[src/rtl/clock_disp_pkg.sv]
// Shared constants for the clock display path: BCD width and active-low
// 7-segment patterns in {g,f,e,d,c,b,a} order.
package clock_disp_pkg;

  localparam int BCD_W = 4;

  localparam logic [6:0] SEG_0    = 7'h40;
  localparam logic [6:0] SEG_1    = 7'h79;
  localparam logic [6:0] SEG_2    = 7'h24;
  localparam logic [6:0] SEG_3    = 7'h30;
  localparam logic [6:0] SEG_4    = 7'h19;
  localparam logic [6:0] SEG_5    = 7'h12;
  localparam logic [6:0] SEG_6    = 7'h02;
  localparam logic [6:0] SEG_7    = 7'h78;
  localparam logic [6:0] SEG_8    = 7'h00;
  localparam logic [6:0] SEG_9    = 7'h10;
  localparam logic [6:0] SEG_DASH = 7'h3F;
  localparam logic [6:0] SEG_OFF  = 7'h7F;

endpackage

[src/rtl/seg7_decode.sv]
// BCD to active-low 7-segment decoder; non-BCD codes show a dash.
module seg7_decode
  import clock_disp_pkg::*;
(
  input  logic [BCD_W-1:0] bcd,
  output logic [6:0]       seg
);

  always_comb begin
    seg = SEG_DASH;
    case (bcd)
      4'd0:    seg = SEG_0;
      4'd1:    seg = SEG_1;
      4'd2:    seg = SEG_2;
      4'd3:    seg = SEG_3;
      4'd4:    seg = SEG_4;
      4'd5:    seg = SEG_5;
      4'd6:    seg = SEG_6;
      4'd7:    seg = SEG_7;
      4'd8:    seg = SEG_8;
      4'd9:    seg = SEG_9;
      default: seg = SEG_DASH;
    endcase
  end

endmodule

[src/rtl/disp_scan.sv]
// Multiplexed common-anode 7-segment scanner with per-frame input snapshot,
// per-digit blink and decimal point, and leading-zero blanking.
module disp_scan
  import clock_disp_pkg::*;
#(
  parameter int NUM_DIGITS   = 6,
  parameter int SCAN_DIV     = 50000,
  parameter int DEAD_CYCLES  = 2,
  parameter int BLINK_FRAMES = 64
) (
  input  logic                        clk,
  input  logic                        rst_n,
  input  logic [BCD_W*NUM_DIGITS-1:0] digits_i,
  input  logic [NUM_DIGITS-1:0]       blink_mask_i,
  input  logic [NUM_DIGITS-1:0]       dp_mask_i,
  input  logic                        blank_lead_i,
  output logic [6:0]                  seg_o,
  output logic                        dp_o,
  output logic [NUM_DIGITS-1:0]       an_o,
  output logic                        frame_o
);

  localparam int PW = (SCAN_DIV > 1)     ? $clog2(SCAN_DIV)     : 1;
  localparam int IW = (NUM_DIGITS > 1)   ? $clog2(NUM_DIGITS)   : 1;
  localparam int FW = (BLINK_FRAMES > 1) ? $clog2(BLINK_FRAMES) : 1;

  logic [PW-1:0]                 presc;
  logic [IW-1:0]                 idx;
  logic [FW-1:0]                 frame_cnt;
  logic                          blink_phase;
  logic                          primed;
  logic [BCD_W*NUM_DIGITS-1:0]   snap_digits;
  logic [NUM_DIGITS-1:0]         snap_blink;
  logic [NUM_DIGITS-1:0]         snap_dp;
  logic                          snap_lead;

  logic                  tick, last, load, blank;
  logic [BCD_W-1:0]      cur_digit;
  logic                  cur_blink, cur_dp;
  logic [NUM_DIGITS-1:0] an_sel;
  logic [6:0]            seg_dec;

  assign tick = (presc == PW'(SCAN_DIV - 1));
  assign last = (idx == IW'(NUM_DIGITS - 1));
  // Inputs are only captured at a frame boundary so a carry can never tear.
  assign load = !primed || (tick && last);

  always_comb begin
    cur_digit = '0;
    cur_blink = 1'b0;
    cur_dp    = 1'b0;
    an_sel    = '1;
    for (int unsigned k = 0; k < NUM_DIGITS; k++) begin
      if (idx == IW'(k)) begin
        cur_digit = snap_digits[k*BCD_W +: BCD_W];
        cur_blink = snap_blink[k];
        cur_dp    = snap_dp[k];
        an_sel[k] = 1'b0;
      end
    end
  end

  assign blank = !primed
              || (presc < PW'(DEAD_CYCLES))
              || (blink_phase && cur_blink)
              || (snap_lead && last && (cur_digit == '0));

  seg7_decode u_dec (
    .bcd (cur_digit),
    .seg (seg_dec)
  );

  always_ff @(posedge clk or negedge rst_n) begin
    if (!rst_n) begin
      presc       <= '0;
      idx         <= '0;
      frame_cnt   <= '0;
      blink_phase <= 1'b0;
      primed      <= 1'b0;
      snap_digits <= '0;
      snap_blink  <= '0;
      snap_dp     <= '0;
      snap_lead   <= 1'b0;
    end else begin
      presc <= tick ? '0 : presc + PW'(1);
      if (tick) idx <= last ? '0 : idx + IW'(1);
      primed <= 1'b1;
      if (load) begin
        snap_digits <= digits_i;
        snap_blink  <= blink_mask_i;
        snap_dp     <= dp_mask_i;
        snap_lead   <= blank_lead_i;
      end
      // The priming load does not count as a completed frame.
      if (load && primed) begin
        if (frame_cnt == FW'(BLINK_FRAMES - 1)) begin
          frame_cnt   <= '0;
          blink_phase <= ~blink_phase;
        end else begin
          frame_cnt <= frame_cnt + FW'(1);
        end
      end
    end
  end

  always_ff @(posedge clk or negedge rst_n) begin
    if (!rst_n) begin
      seg_o   <= SEG_OFF;
      dp_o    <= 1'b1;
      an_o    <= '1;
      frame_o <= 1'b0;
    end else begin
      frame_o <= load;
      if (blank) begin
        seg_o <= SEG_OFF;
        dp_o  <= 1'b1;
        an_o  <= '1;
      end else begin
        seg_o <= seg_dec;
        dp_o  <= ~cur_dp;
        an_o  <= an_sel;
      end
    end
  end

endmodule
[config.mk]
export PLATFORM = sky130hd
export DESIGN_NAME = disp_scan
export DESIGN_NICKNAME = d
export VERILOG_FILES = /design/src/rtl/clock_disp_pkg.sv /design/src/rtl/seg7_decode.sv /design/src/rtl/disp_scan.sv
export SDC_FILE = /design/constraint.sdc
export NUM_CORES = 1
export LEC_CHECK = 0
export ABC_AREA = 1
export CORE_MARGIN = 5
export CORE_UTILIZATION = 25
export CTS_CLUSTER_SIZE = 12
export DETAILED_ROUTE_END_ITERATION = 6
export GPL_TIMING_DRIVEN = 0
export PLACE_DENSITY = 0.49
export REMOVE_ABC_BUFFERS = 1
export SETUP_SLACK_MARGIN = 0.4
export SYNTH_ARGS = -nofsm -noshare
export SYNTH_HDL_FRONTEND = slang
export SYNTH_SLANG_ARGS = --single-unit
[constraint.sdc]
create_clock -name clk -period 5.5 [get_ports clk]
set_input_delay 1.1 -clock clk [delete_from_list [all_inputs] [get_ports clk]]
set_output_delay 1.1 -clock clk [all_outputs]
set_load 0.01 [all_outputs]
# Word level (Yosys, flattened, before mapping)
# Memories as Yosys holds them, arrays and structs flattened.
# Index checks and enable logic that the tools add are counted.
dict set report totals {
  ff_bits 79
  mem_bits_ro 112
  memories 1
  in_bits 39
  wordCells 70
}
dict set report classes {
  n_bitwise 2
  n_mux 30
  addsub 3
  n_reduce_logical 13
  eq_ne 7
  n_lt_le_gt_ge 1
}
# name depth word_bits read_ports rd_ports_with_merged_regs write_ports line
set mem_list {}
lappend mem_list {{(no name shown)} 16 7 1 0 0 seg7_decode.sv:11} ;# case (bcd)
# op count
set op_table {}
lappend op_table {{$mux W4} 6}
lappend op_table {{$mux W1} 19}
lappend op_table {{$add A16 B1 Y16 const B} 1}
lappend op_table {{$eq A16 B16 Y1 const B} 1}
lappend op_table {{$lt A16 B2 Y1 const B} 1}
lappend op_table {{$mux W16} 1}
lappend op_table {{$mux W6} 2}
lappend op_table {{$mux W7} 1}
lappend op_table {{$add A6 B1 Y6 const B} 1}
lappend op_table {{$eq A3 B2 Y1 const B} 2}
lappend op_table {{$eq A3 B3 Y1 const B} 2}
lappend op_table {{$eq A6 B6 Y1 const B} 1}
lappend op_table {{$logic_and A1 B1 Y1} 5}
lappend op_table {{$logic_not A4 Y1} 1}
lappend op_table {{$logic_or A1 B1 Y1} 4}
lappend op_table {{$add A3 B1 Y3 const B} 1}
lappend op_table {{$eq A3 B1 Y1 const B} 1}
lappend op_table {{$logic_not A3 Y1} 1}
lappend op_table {{$mux W3} 1}
lappend op_table {{$not A1 Y1} 2}
lappend op_table {{$reduce_and A2 Y1} 1}
lappend op_table {{$logic_not A1 Y1} 1}

# Longest topological paths before layout
dict set report depth {
  depth_word 11
  mapped_depth 18
  depth_no_buf 16
}

# Cells and area by module
# Synthesis repeated with hierarchy kept, for this count alone.
dict set report hier_totals {
  hier_cells 476
  area_unflattened_um2 4046.4
}
# module area_per_inst_um2 cells_per_inst instances seq_area_each_um2
set by_module_without_submodules {}
lappend by_module_without_submodules {disp_scan 3858.7 441 1 1994.4}
lappend by_module_without_submodules {seg7_decode 187.7 35 1 0.0}

# Worst setup path after synthesis
# OpenSTA, ideal clock, no wires.
dict set report synth_timing {
  path_kind {register -> register}
  startpoint {register idx[2]}
  endpoint {register an_o[3]}
  setup_slack_ns 3.173
  stages_incl_launch_ff 16
  t_arrival_ns 2.240
  t_required_ns 5.413
  path_buffers 3
  path_cell_list {dfrtp_1 > inv_2 > buf_4 > ha_1 > clkbuf_1 > a21oi_1 > nand2_1 > nand2_1 > nand2_1 > inv_1 > ha_1 > nand2_1 > nor2_1 > a21oi_4 > buf_6 > nand2_1}
}
dict set report synth_between {
  elab_chain_len 11
  word_cells_on_any_way 26
  classes_between {5 x eq/ne; 14 x mux; 7 x reduce/logical}
}
# element line
set synth_lines {}
lappend synth_lines {{start: declaration} disp_scan.sv:28} ;# logic [IW-1:0] idx;
lappend synth_lines {{start signal: assignment} disp_scan.sv:86} ;# if (tick) idx <= last ? '0 : idx + IW'(1);
lappend synth_lines {{$logic_not A3 Y1} disp_scan.sv:54} ;# if (idx == IW'(k)) begin
lappend synth_lines {{$mux W4 or $mux W1 (tied branches) (6 in a row)} disp_scan.sv:54}
lappend synth_lines {{$logic_not A4 Y1 or $logic_and A1 B1 Y1 (tied branches)} {disp_scan.sv:66, disp_scan.sv:65}}
lappend synth_lines {{$logic_and A1 B1 Y1 or $logic_or A1 B1 Y1 (tied branches)} {disp_scan.sv:66, disp_scan.sv:65}}
lappend synth_lines {{$logic_or A1 B1 Y1} disp_scan.sv:66} ;# || (snap_lead && last && (cur_digit == '0));
lappend synth_lines {{$mux W6 (*)} disp_scan.sv:114} ;# if (blank) begin
lappend synth_lines {{end signal: assignment} disp_scan.sv:121} ;# an_o <= an_sel;
lappend synth_lines {{end: declaration} disp_scan.sv:19} ;# output logic [NUM_DIGITS-1:0] an_o,
# Every way passes the cells marked *; elsewhere a longest branch is shown, timed or not.
# A chain may end at the register's enable or synchronous reset.

# Worst setup path in the final report
dict set report layout_timing {
  startpoint {register idx[0]}
  endpoint {register snap_blink[3]}
}
dict set report layout_between {
  elab_chain_len 3
}
# element line
set layout_lines {}
lappend layout_lines {{$eq A3 B3 Y1} disp_scan.sv:44} ;# assign last = (idx == IW'(NUM_DIGITS - 1));
lappend layout_lines {{$logic_and A1 B1 Y1} disp_scan.sv:46} ;# assign load = !primed || (tick && last);
lappend layout_lines {{$logic_or A1 B1 Y1} disp_scan.sv:46}
lappend layout_lines {{end signal: assignment} disp_scan.sv:90} ;# snap_blink <= blink_mask_i;
lappend layout_lines {{end: declaration} disp_scan.sv:33} ;# logic [NUM_DIGITS-1:0] snap_blink;
# No other way between the ends.

==> run summary <==
The final standard cell count with taps included and fillers excluded came out at 751. The final layout contains routed wiring with a total length of 9.43 mm. Summing all placed instances gives a cell area of 4660 um2. Synthesis produced a netlist whose cell count is 483. In the synthesized netlist the async set-or-reset flop fraction comes to 100%. The number of gates resized after cts is 0.

Setup repair after global routing left no endpoint under its margin. The clock insertion delay at the later pin of the skew report came out at 0.33 ns. The worst voltage drop across the vdd grid came out at 0.133 mV.

The chip height came out at ~140 um. The initial antenna violation count came out at 0. The die is 136 um wide. The slew of the pin with the lowest slew margin came out at 0.959 ns. The flop-to-flop setup slack is around 2.5 ns. The row count is 46. The number of distinct library cells after synthesis came out at 38.

The run finished with clean final reports. The routability-driven placement congestion ratio came out at 0.832. Global routing consumed, on the met2 layer, 16.2% of the routing resources.

Among all flip-flop cells after synthesis, the most frequent one is dfrtp_1. At the end of the flow, the number of nets in the layout was approximately 580. The peak-usage layer in the global routing report is met2. Port buffering added 53 buffers. The largest stage delay on the critical path is 0.81 ns. The net switching fraction of the power is 23.1%. Yosys mapped a number of flops with a built-in enable equal to 0. By count the netlist is led by 130 x nand2_1, 65 x dfrtp_1, 51 x inv_1.

The number of hold-repair buffers added at the cts stage is 0. The mean instance size in the synthesized netlist came out at 8.19 um2. In this run the critical register-to-register path is launched from idx[0]. Sequential cells burn 46.6% of the power. The number of hold violations in the final report is 0. The number of DRC markers in iteration 0 is around 210. Of all cell types, the one taking the most synthesized area is dfrtp_1. Overall power consumption after layout is estimated at 1360 uW. The finished layout cell area is 4950 um2. After synthesis the cells add up to 3960 um2. The count of nets left with antenna violations after detail routing came out at 0.

The clock transition at the registers of the reported paths came out at around 0.06 ns. Combinational cells account for 10.3% of the total power. The required arrival time at the worst endpoint is 5.73 ns. The top fanout value on the critical path came out at 52.

The internal power contribution is 1050 uW. The pre-antenna-repair detailed-routing pass consisted of 5 iterations. The leading cell type by number of instances after synthesis is nand2_1. The shortest clock period the worst path allows after layout is between 2 and 3 ns.

The maximum number of pins on one net before global-route repair came out at 70. The core area is 15700 um2. The achievable frequency came out at 337 MHz. The arrival time of data at the critical path endpoint came out at approximately 3.2 ns. The top cell type's share of synthesized area came out at 41.1%. The portion of the clock cycle consumed by the worst path in the final layout came out at a little over half. The count of placed standard cells including taps came out at around 740. In this design, the critical path's most frequently occurring cell is nand2_2.

Summed over all failing endpoints, the final setup total negative slack is 0 ns. The cell depth of the worst min-delay path is 1. The global route total overflow came out at 0. Global routing used 1.78% of the available met3 tracks. Traced cell by cell, the critical path runs through inv_2 > nor3_4 > nand2_2 > nand2_2 > nand2_1 > o21ai_0. In this run the critical register-to-register path is captured at snap_blink[3]. The switching power total came out at 314 uW. The routed wirelength normalized by instance count is roughly 13 um. The count of final setup violators is 0.

The worst setup path is of the register to register kind. The total vias in the final route is 3260. TritonCTS built the clock tree. The clock passes through at most 2 buffers. Of the cells placed in the final design, the portion with a size suffix greater than 1 is 8.79%. The clock skew came out at ~0.0056 ns.

The max-slew violation count came out at 0. The register bit count reported by yosys came out at 79. The via count of the first global-routing pass is around 3200. The worst setup path is captured at a register. The post-DP HPWL is 6.75 mm.

The CTS H-tree depth is 3. The initial core utilization is between 20% and 30%. After detailed routing, the number of vias per cell comes to 4.34. The largest individual stage delay along the critical path comes from the cell nand2_2.

During synthesis, Yosys emitted a total of 0 warnings. The post-synthesis sequential area ratio came out at 50.4%. The aggregate global-route resource usage is between 10% and 20%. The number of clock sinks is 79. The floorplan step defined a die boundary enclosing 18400 um2. The worst hold endpoint is presc[0]. For this design the ratio of total power to cell area is 274 nW/um2. Summed over all cells, the static leakage comes to roughly 0.0023 uW.

Once the clock tree was built, the setup fixing pass inserted 0 buffers. The relative slew slack is a little over a third. The number of max-capacitance violations reported came out at 0. The startpoint identified for the worst hold timing path is presc[0]. In this run, CTS created clock tree buffers numbering 9.

In this run the clock root is driven by a clkbuf_16. STA classifies the critical path startpoint as a register. The worst min-delay path class is register to register.

54 I/O pins were placed. The power share of the clock group came out at 43.1%. The antenna diode count came out at 0.

For this run, design rule violations remaining after detail routing come to 0. By area the synthesized netlist is led by dfrtp_1 41%, nand2_1 12%, dfstp_2 9.3%. Compared with the post-synthesis result, the final layout area differs by 25.2%. The wire length of the first global-routing pass came out at 15.9 mm. The met1 demand-to-capacity share in global routing is 15.0%. Measured in cells, the most critical reg-to-reg path has a length of 6.
-- state kept, by name (all words and copies together) (netlist names) --
register,cells
an_o,6
blink_phase,1
dp_o,1
frame_cnt,6
frame_o,1
idx,3
presc,16
primed,1
seg_o,7
snap_blink,6
snap_digits,24
snap_dp,6
snap_lead,1
-- power by group through the flow --
stage	registers [uW]	clock network [uW]	logic (uW)
after floorplan	643	0	65.6
after global placement	643	0	139
after detailed placement	644	0	143
after CTS	634	602	143
after global routing	638	627	160
final	634	586	140
-- metrics by stage --
step | worst slack (ns) | util (%) | hold slack [ns]
floorplan | 3.31 | - | 0.433
global placement | 0.499 | 29.5 | 0.454
detailed placement | 2.44 | 29.7 | 0.454
CTS | 2.44 | 31.5 | 0.461
global route | 2.19 | 31.5 | 0.485
finish | 2.53 | 31.5 | 0.457
-- layout make-up --
| class | instances | area [um2] |
|---|---|---|
| clock inverter | 4 | 45.0 |
| inverter | 54 | 203 |
| multi-input combinational | 332 | 1640 |
| fill | 1660 | 10800 |
| tap | 216 | 270 |
| timing repair buffer | 54 | 556 |
| sequential | 79 | 1990 |
| clock buffer | 12 | 246 |
-- critical path: cells and delay by family, from the launching register on --
kind | cells | cell delay, ns
AND/OR/NAND/NOR | 4 | 2.05
flip-flops | 1 | 0.54
buffers and inverters | 1 | 0.13
AO/OA/AOI/OAI | 1 | 0.11
-- worst max path at each step --
| stage | from | endpoint | slack, ns | cells after the start |
|---|---|---|---|---|
| floorplan | idx[0] | seg_o[3] | 3.31 | 12 |
| global placement | rst_n | snap_digits[19] | 0.50 | 1 |
| detailed placement | idx[0] | snap_digits[23] | 2.44 | 5 |
| CTS | idx[0] | snap_digits[21] | 2.44 | 5 |
| global route | idx[0] | snap_digits[15] | 2.19 | 6 |
| finish | idx[0] | snap_blink[3] | 2.53 | 6 |
-- layer usage --
layer / part of all wire, % / up-vias
met5: 0 / -
met4: 2.2 / 0
met3: 5.0 / 14
met2: 44 / 83
met1: 49 / 1528
li1: - / 1635
-- layout by cell type (no fill, tap or decap), types with 2 or more instances in the layout --
| master | count |
|---|---|
| nand2_2 | 5 |
| a21oi_1 | 21 |
| xor2_1 | 6 |
| clkbuf_16 | 9 |
| clkinv_2 | 3 |
| nor2_1 | 47 |
| clkdlybuf4s50_1 | 52 |
| nor3_4 | 2 |
| nand2_1 | 130 |
| xnor2_1 | 3 |
| inv_1 | 51 |
| nor4_1 | 2 |
| nand3_1 | 46 |
| clkbuf_1 | 2 |
| o21ai_0 | 25 |
| dfstp_2 | 14 |
| dfrtp_1 | 65 |
| nor3_1 | 7 |
| ha_1 | 9 |
| inv_2 | 3 |
| nand4_1 | 12 |
-- logic make-up (layout without fill, tap and decap cells) --
logic type               Yosys count  in the layout  share of synthesized area (%)
flip-flops                        79             79                           50.4
other                              1              1                         0.0948
AO/OA/AOI/OAI                     54             54                           7.50
XOR/XNOR                           9              9                           1.99
buffers and inverters             72            124                           8.16
adder cells (fa/ha/maj)            9              9                           2.85
AND/OR/NAND/NOR                  259            259                           29.0
Power figures use the tool's default switching activity.
